**src/rtl/mem_port_arbiter.sv**
```systemverilog
// Round-robin arbiter sharing the single-port unified memory between CPU and loader.
// Define MEM_ARB_LOCK_EN to build the bounded loader lock FSM; otherwise ld_lock is ignored.
module mem_port_arbiter #(
    parameter int ADDR_W   = 32,
    parameter int DATA_W   = 32,
    parameter int MAX_LOCK = 16
) (
    input  logic                clk,
    input  logic                reset,
    input  logic                cpu_req,
    input  logic                cpu_we,
    input  logic [ADDR_W-1:0]   cpu_addr,
    input  logic [DATA_W-1:0]   cpu_wdata,
    input  logic [DATA_W/8-1:0] cpu_wmask,
    output logic                cpu_gnt,
    output logic                cpu_rvalid,
    output logic [DATA_W-1:0]   cpu_rdata,
    input  logic                ld_req,
    input  logic                ld_we,
    input  logic [ADDR_W-1:0]   ld_addr,
    input  logic [DATA_W-1:0]   ld_wdata,
    input  logic [DATA_W/8-1:0] ld_wmask,
    output logic                ld_gnt,
    output logic                ld_rvalid,
    output logic [DATA_W-1:0]   ld_rdata,
    input  logic                ld_lock,
    output logic                mem_en,
    output logic                mem_we,
    output logic [ADDR_W-1:0]   mem_addr,
    output logic [DATA_W-1:0]   mem_wdata,
    output logic [DATA_W/8-1:0] mem_wmask,
    input  logic [DATA_W-1:0]   mem_rdata
);
    localparam int MW = DATA_W / 8;

    typedef struct packed {
        logic              we;
        logic [ADDR_W-1:0] addr;
        logic [DATA_W-1:0] wdata;
        logic [MW-1:0]     wmask;
    } req_t;

    typedef enum logic [1:0] {OPEN, LOCKED, EXPIRED} lock_state_t;

    lock_state_t state;
    logic        rr;        // 0 = CPU wins a tie, 1 = loader wins a tie
    logic        rd_pend;
    logic        rd_owner;  // 0 = CPU, 1 = loader
    logic        locked;
    req_t        cpu_r, ld_r, sel_r;

    assign locked = (state == LOCKED);
    assign cpu_r  = '{we: cpu_we, addr: cpu_addr, wdata: cpu_wdata, wmask: cpu_wmask};
    assign ld_r   = '{we: ld_we, addr: ld_addr, wdata: ld_wdata, wmask: ld_wmask};

    // Grants are held low during reset so every output reads 0 while it is asserted.
    always_comb begin
        cpu_gnt = 1'b0;
        ld_gnt  = 1'b0;
        if (!reset) begin
            if (locked) begin
                ld_gnt = ld_req;
            end else if (cpu_req && ld_req) begin
                cpu_gnt = ~rr;
                ld_gnt  = rr;
            end else begin
                cpu_gnt = cpu_req;
                ld_gnt  = ld_req;
            end
        end
    end

    always_comb begin
        sel_r = '0;
        if (cpu_gnt)     sel_r = cpu_r;
        else if (ld_gnt) sel_r = ld_r;
    end

    assign mem_en    = cpu_gnt | ld_gnt;
    assign mem_we    = sel_r.we;
    assign mem_addr  = sel_r.addr;
    assign mem_wdata = sel_r.wdata;
    assign mem_wmask = sel_r.wmask;

    always_ff @(posedge clk or posedge reset) begin
        if (reset) begin
            rr       <= 1'b0;
            rd_pend  <= 1'b0;
            rd_owner <= 1'b0;
        end else begin
            if (mem_en && !locked) rr <= cpu_gnt;
            rd_pend <= mem_en & ~mem_we;
            if (mem_en && !mem_we) rd_owner <= ld_gnt;
        end
    end

    assign cpu_rvalid = rd_pend & ~rd_owner;
    assign ld_rvalid  = rd_pend & rd_owner;
    assign cpu_rdata  = cpu_rvalid ? mem_rdata : '0;
    assign ld_rdata   = ld_rvalid  ? mem_rdata : '0;

`ifdef MEM_ARB_LOCK_EN
    localparam int CW = $clog2(MAX_LOCK + 1);
    localparam logic [CW-1:0] LAST = CW'(MAX_LOCK);

    logic [CW-1:0] lock_cnt;

    // The grant that opens the lock counts as the first of the MAX_LOCK grants.
    always_ff @(posedge clk or posedge reset) begin
        if (reset) begin
            state    <= OPEN;
            lock_cnt <= '0;
        end else begin
            case (state)
                OPEN: if (ld_gnt && ld_lock) begin
                    lock_cnt <= CW'(1);
                    state    <= (MAX_LOCK == 1) ? EXPIRED : LOCKED;
                end
                LOCKED: if (!ld_lock) begin
                    state <= OPEN;
                end else if (ld_gnt) begin
                    lock_cnt <= lock_cnt + CW'(1);
                    if (lock_cnt + CW'(1) == LAST) state <= EXPIRED;
                end
                EXPIRED: if (!ld_lock) state <= OPEN;
                default: state <= OPEN;
            endcase
        end
    end
`else
    logic lock_unused;
    assign state       = OPEN;
    assign lock_unused = ld_lock ^ (MAX_LOCK != 0);
`endif

endmodule

```
**config.mk**
```make
export PLATFORM = sky130hd
export DESIGN_NAME = mem_port_arbiter
export DESIGN_NICKNAME = d
export VERILOG_FILES = /design/src/rtl/mem_port_arbiter.sv
export SDC_FILE = /design/constraint.sdc
export NUM_CORES = 1
export LEC_CHECK = 0
export BUFFER_PORTS_ARGS = -buffer_cell sky130_fd_sc_hd__buf_2
export CAP_MARGIN = 0
export CORE_AREA = 2 2 123 125
export DETAILED_ROUTE_END_ITERATION = 12
export DIE_AREA = 0 0 125 127
export PLACE_DENSITY = 0.45
export SYNTH_ARGS = -nofsm -noshare
export SYNTH_HDL_FRONTEND = slang
export SYNTH_SLANG_ARGS = --single-unit
```
**constraint.sdc**
```tcl
create_clock -name clk -period 1.4 [get_ports clk]
set_clock_uncertainty 0.1 [all_clocks]
set_input_delay 0.35 -clock clk [delete_from_list [all_inputs] [get_ports clk]]
set_output_delay 0.35 -clock clk [all_outputs]
set_load 0.05 [all_outputs]
```
==> flow_metrics.env <==
export IMPL_place_ws_ns=-0.612
export IMPL_cts_tree="yes"
export IMPL_synth_area_mm2=0.00139
export IMPL_viasPerCell=4.15
export IMPL_start_util=0.0965
export IMPL_hold_viol_final=0
export IMPL_vias=2888
export IMPL_dp_cells=667
export IMPL_cts_hold_buffers=0
export IMPL_fmax_mhz=479
export IMPL_drtPass1Iterations=4
export IMPL_cp_start_kind="flop"
export IMPL_finish_net_count=688
export IMPL_syn_inst=177
export IMPL_synthToLayoutAreaGrowth_pct=322
export IMPL_route_detailed_drc=0
export IMPL_setup_slack_ns=-0.687
export IMPL_worst_ep_arrival_time_ns=1.64
export IMPL_drt_total_wl_um=11700
export IMPL_async_reset_ff_frac=1.00
export IMPL_ys_ff_latch=3
export IMPL_ys_warn_count=0
export IMPL_timing_reg2reg_setup_slack_ns=0.05
export IMPL_holdCritPathClass="in2async"
export IMPL_gp_congestion=0.787
export IMPL_cts_max_level=1
export IMPL_failed_checks="negative setup slack"
export IMPL_rows=44
export IMPL_cp_max_fo=5
export IMPL_p_leak_uw=0.00297
export IMPL_slew_violations=0
export IMPL_netlist_top_cells_count="69 x a22o_1, 33 x and2_1, 33 x and3_1, 15 x buf_6, 8 x clkbuf_1"
export IMPL_yosys_area_top_type="a22o_1"
export IMPL_clk_pin_slew_ns=0.03
export IMPL_die_x_um=125
export IMPL_die_h_um=127
export IMPL_setup_viol=137
export IMPL_grt_max_degree=27
export IMPL_grt_pass1_vias=3170
export IMPL_synth_edf_count=0
export IMPL_detail_route_antenna_nets=0
export IMPL_insertion_delay_ns=0.23
export IMPL_required_ns=0.95
export IMPL_ioPinCount=313
export IMPL_final_util=0.407
export IMPL_relSlewSlack=0.746
export IMPL_diodes=0
export IMPL_p_per_area_mw_per_mm2=608
export IMPL_cap_violations=0
export IMPL_post_route_period_util=1.49
export IMPL_final_layout_size_suffix_gt1_frac=0.979
export IMPL_crit_slowest_cell="dfrtp_1"
export IMPL_grt_setup_unrepaired="true"
export IMPL_tightest_slew_ns=0.380
export IMPL_ys_top_cells_by_area="a22o_1 43%, and2_1 15%, and3_1 15%"
export IMPL_irDropWorstVdd_mv=0.283
export IMPL_grt_usage=0.136
export IMPL_synth_top_cell_area_share=0.434
export IMPL_cts_made_buffers=3
export IMPL_yosysMostFrequentCell="a22o_1"
export IMPL_ys_flop_type="dfrtp_1"
export IMPL_clock_sinks=3
export IMPL_grt_pass1_wl_um=17400
export IMPL_status="finished with violations"
export IMPL_io_buffers=311
export IMPL_path_class="reg2out"
export IMPL_cts_buffer_depth=2
export IMPL_cp_cell_sequence="nor2b_4 > nor3_4 > buf_4 > buf_6 > buf_12 > a22o_4 > buf_8"
export IMPL_drtIter0Drc=44
export IMPL_max_stage_delay_ns=0.42
export IMPL_coreArea_mm2=0.0144
export IMPL_post_dp_hpwl_um=8080
export IMPL_cp_end_kind="output pin"
export IMPL_layout_min_cycle_time_ns=2.09
export IMPL_grt_overflow_total=0
export IMPL_cts_root_buffer_cell="clkbuf_16"
export IMPL_synth_distinct_cells=19
export IMPL_dieArea_mm2=0.0159
export IMPL_wl_per_cell_um=16.8
export IMPL_synth_fp_nets=352
export IMPL_fin_cells=696
export IMPL_syn_area_per_cell_um2=7.86
export IMPL_antenna_found_initial=0
export IMPL_seq_area_frac_synth=0.0540
layout by cell type, fill, tap and decap left out, types with 2 or more instances in the layout:
master / instances
buf_8: 96
and2_4: 31
dfrtp_2: 2
buf_4: 8
buf_12: 21
buf_2: 173
buf_16: 4
a22o_4: 62
inv_1: 2
nor2_4: 2
and3_4: 33
buf_6: 50
clkbuf_16: 5
nor2b_4: 2
and2_2: 2
a22o_2: 7
critical path: cells and delay by family (launching register included):
family | cells | cell delay, ns
AO/OA/AOI/OAI | 1 | 0.24
buffers and inverters | 4 | 0.53
flip-flops | 1 | 0.42
AND/OR/NAND/NOR | 2 | 0.21
layout make-up:
type | count | area [um2]
fillers | 1334 | 8550
flip-flops and latches | 3 | 77.6
well taps | 184 | 230
multi-input cells | 147 | 1930
clock buffers | 4 | 78.8
inverters | 3 | 11.3
repair buffers | 355 | 3540
where the power goes:
part           switching (uW)  total [uW]  leakage [uW]  internal, uW
clock network            84.2         460     0.0000382           376
registers                27.7         129     0.0000349           101
logic                    1530        2980       0.00290          1450
layer usage:
layer | vias up | global-route usage | part of all wire
li1 | 1362 | - | -
met1 | 1337 | 0.132 | 0.32
met2 | 177 | 0.282 | 0.58
met3 | 12 | 0.0436 | 0.088
met4 | 0 | 0.0176 | 0.012
met5 | - | 0 | 0
final timing paths:
kind                            cells past startpoint              endpoint            from
worst max-delay path                                7           mem_addr[8]  rr$_DFFE_PP0P_
worst min-delay path                                3        rr$_DFFE_PP0P_           reset
worst max register to register                      5        rr$_DFFE_PP0P_  rr$_DFFE_PP0P_
worst min register to register                      2        rr$_DFFE_PP0P_  rr$_DFFE_PP0P_
max in group asynchronous                           3  rd_owner$_DFFE_PP0P_           reset
min in group clk                                    3     rd_pend$_DFF_PP0_           ld_we
flip-flops by register name (all words and copies together) (netlist names):
signal    cells
rd_owner      1
rd_pend       1
rr            1
logic make-up (layout without fill, tap and decap cells):
kind of cell | count (synthesis) | after routing | synth area share
and+or+nand+nor | 74 | 74 | 0.335
AOI/OAI and AO/OA | 73 | 73 | 0.456
buffers and inverters | 27 | 362 | 0.155
DFF | 3 | 3 | 0.0540
stage by stage:
stage	setup TNS (ns)	cell area [um2]	hold slack, ns	power (uW)
3_5_place_dp	-59.89	4130	0.261	2300
5_1_grt	-75.66	5870	0.0406	3710
2_1_floorplan	-21.24	2210	-0.00982	1630
6_report	-68.52	5870	0.0236	3570
3_3_place_gp	-56.29	4130	0.259	2280
4_1_cts	-70.73	5580	0.0253	3490
what timing repair did:
item                       4_1_cts  5_1_grt
resized for setup              315       87
cloned                          10        3
setup endpoints to repair      138      139
pin swaps                        9        5
hold endpoints to repair         0        0
setup buffers                   13        9
Note: power is estimated with default switching activity, not from simulation.
